$ cat src/rtl/sync_ack_requester.sv
// Event-to-handshake requester: queues ev_in pulses and issues them one at a time
// to a toggle synchronizer through a vld_out pulse / rdy_in acknowledge cycle.
module sync_ack_requester #(
    parameter int CNT_W   = 4,
    parameter int TIMEOUT = 1023
) (
    input  logic             clk_a,
    input  logic             a_reset_in,
    input  logic             ev_in,
    output logic             vld_out,
    input  logic             rdy_in,
    input  logic             clr_in,
    output logic [CNT_W-1:0] pending_out,
    output logic             busy_out,
    output logic             ovf_out,
    output logic             timeout_out
);

    localparam int WAIT_W = (TIMEOUT < 2) ? 1 : $clog2(TIMEOUT + 1);
    localparam logic [CNT_W-1:0]  PEND_MAX = '1;
    localparam logic [WAIT_W-1:0] WAIT_MAX = '1;

    typedef enum logic [1:0] {
        IDLE     = 2'd0,
        ISSUE    = 2'd1,
        WAIT_LOW = 2'd2,
        WAIT_ACK = 2'd3
    } state_t;

    state_t            state;
    state_t            state_next;
    logic [WAIT_W-1:0] wait_cnt;
    logic              wait_expired;
    logic              to_set;
    logic              ovf_set;
    logic              wait_enter;

    // Expires in the TIMEOUT-th cycle spent in the current wait phase.
    assign wait_expired = (TIMEOUT != 0) && ((32'(wait_cnt) + 32'd1) == 32'(TIMEOUT));
    assign ovf_set      = ev_in && !vld_out && (pending_out == PEND_MAX);
    assign wait_enter   = ((state_next == WAIT_LOW) && (state != WAIT_LOW)) ||
                          ((state_next == WAIT_ACK) && (state != WAIT_ACK));
    assign busy_out     = (state != IDLE);

    always_comb begin
        state_next = state;
        to_set     = 1'b0;
        case (state)
            IDLE: begin
                if ((pending_out != '0) && rdy_in) state_next = ISSUE;
            end
            ISSUE: state_next = WAIT_LOW;
            WAIT_LOW: begin
                if (!rdy_in) begin
                    state_next = WAIT_ACK;
                end else if (wait_expired) begin
                    state_next = IDLE;
                    to_set     = 1'b1;
                end
            end
            WAIT_ACK: begin
                if (rdy_in) begin
                    state_next = IDLE;
                end else if (wait_expired) begin
                    state_next = IDLE;
                    to_set     = 1'b1;
                end
            end
            default: state_next = IDLE;
        endcase
    end

    always_ff @(posedge clk_a) begin
        if (a_reset_in) begin
            state       <= IDLE;
            vld_out     <= 1'b0;
            wait_cnt    <= '0;
            pending_out <= '0;
            ovf_out     <= 1'b0;
            timeout_out <= 1'b0;
        end else begin
            state   <= state_next;
            vld_out <= (state_next == ISSUE);

            if (wait_enter || (state_next == IDLE)) begin
                wait_cnt <= '0;
            end else if (((state == WAIT_LOW) || (state == WAIT_ACK)) && (wait_cnt != WAIT_MAX)) begin
                wait_cnt <= wait_cnt + 1'b1;
            end

            // A timed-out issue already left the counter in its vld_out cycle.
            if (ev_in && !vld_out) begin
                if (!ovf_set) pending_out <= pending_out + 1'b1;
            end else if (!ev_in && vld_out) begin
                pending_out <= pending_out - 1'b1;
            end

            ovf_out     <= ovf_set || (ovf_out && !clr_in);
            timeout_out <= to_set || (timeout_out && !clr_in);
        end
    end

endmodule

$ cat config.mk
export PLATFORM = sky130hd
export DESIGN_NAME = sync_ack_requester
export DESIGN_NICKNAME = d
export VERILOG_FILES = /design/src/rtl/sync_ack_requester.sv
export SDC_FILE = /design/constraint.sdc
export NUM_CORES = 1
export LEC_CHECK = 0
export BUFFER_PORTS_ARGS = -buffer_cell sky130_fd_sc_hd__buf_4
export CAP_MARGIN = 20
export CORE_MARGIN = 2
export CORE_UTILIZATION = 35
export DETAILED_ROUTE_END_ITERATION = 12
export GPL_TIMING_DRIVEN = 0
export SLEW_MARGIN = 20
export SYNTH_ARGS = -nofsm -noshare
export SYNTH_HDL_FRONTEND = slang
export SYNTH_SLANG_ARGS = --single-unit
$ cat constraint.sdc
create_clock -name clk_a -period 4.2 [get_ports clk_a]
set_input_delay 0.21 -clock clk_a [delete_from_list [all_inputs] [get_ports clk_a]]
set_output_delay 0.21 -clock clk_a [all_outputs]
set_load 0.05 [all_outputs]
# Word-level counts from Yosys, hierarchy flattened
# Cells that the tools add are included.
word_totals:
  register_bits: 19
  inputBits: 5
  output_inout_bits: 8
  word_cells: 58
classes:
  add_sub_neg: 4
  n_eq_ne: 12
  muxes: 12
  n_reduce_logical: 24
op_table:
  columns: ["cell", "count"]
  rows:
  - ["$mux 4", 3]
  - ["$add 10x1->11 const B", 1]
  - ["$eq 11x10->1 const B", 1]
  - ["$add 10x1->10 const B", 1]
  - ["$ne 10x10->1 const B", 1]
  - ["$logic_and 1x1->1", 9]
  - ["$eq 2x2->1 const B", 4]
  - ["$mux 2", 4]
  - ["$pmux 2 s4", 1]
  - ["$ne 2x2->1 const B", 3]
  - ["$logic_or 1x1->1", 5]
  - ["$add 4x1->4 const B", 1]
  - ["$eq 2x1->1 const B", 2]
  - ["$eq 4x4->1 const B", 1]
  - ["$logic_not 2->1", 2]
  - ["$reduce_bool 2->1", 2]
  - ["$reduce_bool 4->1", 1]
  - ["$sub 4x1->4 const B", 1]
  - ["$logic_not 1->1", 3]
  - ["$mux 1", 3]
  - ["$pmux 1 s2", 1]
  - ["$reduce_and 2->1", 1]
  - ["$reduce_or 2->1", 1]

# Longest topological paths before layout
depth:
  word_depth: 10
  mapped_depth: 7
  depth_no_buf: 7

# Worst setup path before layout
# OpenSTA, ideal clock, no wires.
synth_timing:
  path_kind: "register -> register"
  start: "register vld_out"
  end: "register pending_out[3]"
  t_arrival_ps: 1850
  required_time_ps: 4085
  setup_slack_ps: 2235
  stages_incl_launch_ff: 8
  cell_sequence: "dfxtp_1 -> nand2b_1 -> ha_1 -> a21o_1 -> a21oi_1 -> mux2i_1 -> xor2_1 -> nor2_1"
synth_between:
  elab_chain_len: 5
synth_lines:
  columns: ["item", "line_no", "text"]
  rows:
  - ["from (decl)", "10", "output logic vld_out,"]
  - ["from (signal assigned)", "83", "vld_out <= (state_next == ISSUE);"]
  - ["$logic_not 1->1", "40, 92", null]
  - ["$logic_and 1x1->1", "40, 92", null]
  - ["$logic_and 1x1->1", "40", "assign ovf_set = ev_in && !vld_out && (pending_out == PEND_MAX);"]
  - ["$ne 2x2->1 (no line)", null, null]
  - ["$reduce_and 2->1 (no line)", null, null]
  - ["to (signal assigned)", "93", "if (!ovf_set) pending_out <= pending_out + 1'b1;"]
  - ["to (signal assigned)", "95", "pending_out <= pending_out - 1'b1;"]
  - ["to (decl)", "13", "output logic [CNT_W-1:0] pending_out,"]
# Several ways; a longest one is shown, not always the timed one.
# A chain may end at the register's enable or synchronous reset.

# Worst setup path in the final report
layout_timing:
  start: "register wait_cnt[1]"
  end: "register wait_cnt[2]"
layout_between:
  elab_chain_len: 10
layout_lines:
  columns: ["item", "line_no", "text"]
  rows:
  - ["from (decl)", "32", "logic [WAIT_W-1:0] wait_cnt;"]
  - ["from (signal assigned)", "88", "wait_cnt <= wait_cnt + 1'b1;"]
  - ["$add 10x1->11", "39", "assign wait_expired = (TIMEOUT != 0) && ((32'(wait_cnt) + 32'd1) == 32'(TIMEOUT));"]
  - ["$eq 11x10->1", "39", null]
  - ["$mux 2", "56, 64", null]
  - ["$mux 2, on equally long branches", "62, 54", null]
  - ["$pmux 2 s4", "48", "case (state)"]
  - ["$eq 2x2->1, on equally long branches", "41, 42", null]
  - ["$logic_and 1x1->1, on equally long branches", "41, 42", null]
  - ["$logic_or 1x1->1", "41", "assign wait_enter = ((state_next == WAIT_LOW) && (state != WAIT_LOW)) ||"]
  - ["$logic_or 1x1->1", "85", "if (wait_enter || (state_next == IDLE)) begin"]
  - ["$reduce_or 2->1 (no line)", null, null]
# Several ways; a longest one is shown, not always the timed one.

==> impl_metrics.prom <==
# TYPE chip_impl_metric gauge
chip_impl_metric{name="seq_area_frac_synth",unit="%"} 34.0
chip_impl_metric{name="fp-row-count",unit=""} 20
chip_impl_metric{name="max_slew.worst_pin.slew",unit="ps"} 624
chip_impl_metric{name="powerDensity",unit="mW/mm2"} 468
chip_impl_metric{name="antenna_found_initial",unit=""} 0
chip_impl_metric{name="drive_above_1_share",unit="%"} 22.5
chip_impl_metric{name="syn2layout_area_growth",unit="%"} 15.3
chip_impl_metric{name="placer_congestion",unit=""} 0.801
chip_impl_metric{name="maxClockFrequency",unit="MHz"} 470
chip_impl_metric{name="post_synth.cell_area_avg",unit="um2"} 8.89
chip_impl_metric{name="clockBufferDepth",unit=""} 2
chip_impl_metric{name="fin_crit",unit="ps"} 2130
chip_impl_metric{name="total_placed_cells_including_tap_cells",unit=""} 182
chip_impl_metric{name="portBuffers",unit=""} 12
chip_impl_metric{name="critical_path_peak_fanout",unit=""} 10
chip_impl_metric{name="required",unit="ps"} 4410
chip_impl_metric{name="grt_overflow_total",unit=""} 0
chip_impl_metric{name="globalRouteMet3Util",unit="%"} 2.56
chip_impl_metric{name="use_met2",unit="%"} 25.5
chip_impl_info{name="clock_tree_from_tritoncts",value="done"} 1
chip_impl_metric{name="irDropWorstVdd",unit="V"} 0.000102
chip_impl_metric{name="min_period_over_period",unit="%"} 50.7
chip_impl_info{name="cts.root.buffer_cell",value="clkbuf_4"} 1
chip_impl_metric{name="initial_utilization",unit="%"} 36.7
chip_impl_metric{name="postLayoutCoreUtil",unit="%"} 42.3
chip_impl_metric{name="finalMaxSlewViolations",unit=""} 0
chip_impl_info{name="setup_repair_after_global_routing_missed_its_margin",value="no"} 1
chip_impl_info{name="dominantRegCellSynth",value="dfxtp_1"} 1
chip_impl_metric{name="totalWireLength",unit="mm"} 2.21
chip_impl_metric{name="worst_skew_pair.late_latency",unit="ps"} 290
chip_impl_metric{name="holdBufCountCts",unit=""} 0
chip_impl_info{name="crit_type",value="reg -> reg"} 1
chip_impl_metric{name="design_power_total",unit="uW"} 605
chip_impl_metric{name="dieHeight",unit="um"} 60.6
chip_impl_info{name="hold_path_class",value="in -> reg"} 1
chip_impl_info{name="busiest_layer",value="met2"} 1
chip_impl_metric{name="dp.final_hpwl",unit="mm"} 1.65
chip_impl_metric{name="max_cap_viol_count",unit=""} 0
chip_impl_metric{name="synth.cell_area",unit="mm2"} 0.00112
chip_impl_metric{name="cellLeakagePower",unit="nW"} 0.498
chip_impl_metric{name="drt-vias-per-instance",unit=""} 5.09
chip_impl_metric{name="drt_first_pass_iters",unit=""} 4
chip_impl_metric{name="syn_nets",unit=""} 136
chip_impl_metric{name="i_o_pins",unit=""} 13
chip_impl_metric{name="maxSlewHeadroom",unit="%"} 58.1
chip_impl_metric{name="path_clk_slew",unit="ps"} 110
chip_impl_metric{name="grt_first_pass_wirelength",unit="mm"} 3.90
chip_impl_metric{name="post_cts.resized_instances",unit=""} 0
chip_impl_metric{name="wl_per_cell",unit="um"} 11.9
chip_impl_metric{name="cts_buffers",unit=""} 3
chip_impl_metric{name="antenna-diode-count",unit=""} 0
chip_impl_info{name="status",value="finished clean"} 1
chip_impl_metric{name="timing.final.setup_violations",unit=""} 0
chip_impl_metric{name="cts_setup_buffers",unit=""} 0
chip_impl_metric{name="drc",unit=""} 0
chip_impl_metric{name="clkSinkCount",unit=""} 19
chip_impl_metric{name="ys_ff_latch",unit=""} 19
chip_impl_info{name="timing.critical_path.to_type",value="flop"} 1
chip_impl_metric{name="synth_async_reset_ratio",unit="%"} 0
chip_impl_metric{name="placement.setup.worst_slack",unit="ps"} 2080
chip_impl_metric{name="fin_nets",unit=""} 153
chip_impl_metric{name="coreArea",unit="mm2"} 0.00305
chip_impl_metric{name="gr-usage-met1",unit="%"} 16.6
chip_impl_metric{name="synth.yosys.warnings",unit=""} 0
chip_impl_metric{name="synth_enable_flop_cells",unit=""} 0
chip_impl_metric{name="unique_masters_post_synth",unit=""} 42
chip_impl_metric{name="dr_total_vias",unit=""} 946
chip_impl_metric{name="timing.critical_path.arrival",unit="ps"} 2340
chip_impl_metric{name="synthesis.instances",unit=""} 126
chip_impl_info{name="worst_setup_path_start_kind",value="flop"} 1
chip_impl_metric{name="finalHoldViolations",unit=""} 0
chip_impl_metric{name="floorplan.die.width",unit="um"} 60.6
chip_impl_metric{name="antenna_left",unit=""} 0
chip_impl_metric{name="die_area",unit="mm2"} 0.00367
chip_impl_metric{name="skew",unit="ps"} 4.14
chip_impl_metric{name="vias_in_the_first_global_route",unit=""} 914
chip_impl_metric{name="globalRouteTotalUtil",unit="%"} 13.8
chip_impl_metric{name="layoutNonFillerInstCount",unit=""} 186
chip_impl_metric{name="fillers",unit=""} 327
chip_impl_metric{name="largest_net_degree_at_the_start_of_global_routing",unit=""} 11
chip_impl_metric{name="layout_setup_ws",unit="ps"} 2070
chip_impl_metric{name="cts.htree.levels",unit=""} 1
chip_impl_metric{name="setup_tns",unit="ps"} 0
chip_impl_metric{name="drt_first_iter_violations",unit=""} 46
## cells by family after synthesis
logic type	Yosys count	share of synthesized area, %
mux	6	5.36
buf+inv	7	4.69
xor+xnor	8	6.26
flops	19	34.0
simple gates	50	26.0
compound gates	31	17.4
fa+ha+maj	5	6.26
## worst max-delay path: stages, from the launching register on
cell      delay, ps
dfxtp_1         450
ha_1            290
nand2_1         160
a21oi_1         170
o22ai_1         180
a211o_2         360
buf_4           170
a221oi_2        250
## cells in the final DEF (no fill, tap or decap), types with 2 or more instances in the layout
cell,n
inv_1,2
nor2b_1,2
or3_1,2
buf_4,14
nand4_1,5
a21oi_1,16
dfxtp_1,19
nand2_1,7
xnor2_1,2
nand3_1,3
nor2_1,10
and3_2,2
a221oi_2,2
clkbuf_4,3
o21ai_0,5
or2_2,2
nand2b_1,5
mux2i_1,6
nor3_1,2
ha_1,4
xor2_1,6
## power by group
| group | internal (mW) | leakage, nW | switching, mW | total (mW) |
|---|---|---|---|---|
| logic | 0.105 | 0.329 | 0.170 | 0.275 |
| registers | 0.206 | 0.154 | 0.0315 | 0.238 |
| clock network | 0.0369 | 0.0150 | 0.0552 | 0.0921 |
| total | 0.348 | 0.498 | 0.256 | 0.605 |
## routing by layer
| metal | vias to the layer above | share of wire (%) |
|---|---|---|
| met1 | 442 | 49 |
| li1 | 491 | - |
| met2 | 13 | 48 |
| met3 | 0 | 3.2 |
| met5 | - | 0 |
| met4 | 0 | 0 |
## state kept, by name, indices dropped and copies added, names as in the netlist
name and count:
wait_cnt 10, pending_out 4, state 2, ovf_out 1, timeout_out 1, vld_out 1
## cell usage after synthesis (all sizes together) (2+ instances only)
master | count | area (um2)
or3 | 2 | 12.5
inv | 2 | 7.51
xnor2 | 2 | 17.5
a221oi | 2 | 30.0
nor2b | 2 | 12.5
nand4 | 5 | 31.3
nor2 | 10 | 37.5
nand2 | 7 | 26.3
a21oi | 16 | 80.1
dfxtp | 19 | 380
and3 | 2 | 15.0
nand3 | 4 | 25.0
buf | 4 | 31.3
ha | 4 | 50.1
or2 | 2 | 12.5
xor2 | 6 | 52.6
mux2i | 6 | 60.1
o21ai | 5 | 25.0
nand2b | 5 | 31.3
nor3 | 2 | 10.0
## path summary, 6_finish.rpt
kind               start          end  slack, ps  depth (start not counted)
max          wait_cnt[1]  wait_cnt[2]       2070                          7
min               clr_in  timeout_out        180                          3
max reg2reg  wait_cnt[1]  wait_cnt[2]       2070                          7
min reg2reg      ovf_out      ovf_out        490                          2
## through the flow
stage | area (um2) | hold WS, ps
6_report | 1290 | 182
3_3_place_gp | 1260 | 461
5_1_grt | 1290 | 167
4_1_cts | 1290 | 168
2_1_floorplan | 1120 | 389
3_5_place_dp | 1260 | 471
## final cells by class
class                           count  area, um2  share of cell area (%)
Sequential cell                    19        380                    29.5
Buffer                              5       45.0                    3.49
Inverter                            2       7.51                   0.581
Timing Repair Buffer               12       90.1                    6.98
Multi-Input combinational cell    100        687                    53.2
Clock buffer                        4       26.3                    2.03
Tap cell                           44       55.1                    4.26
Note: power is estimated with default switching activity, not from simulation.
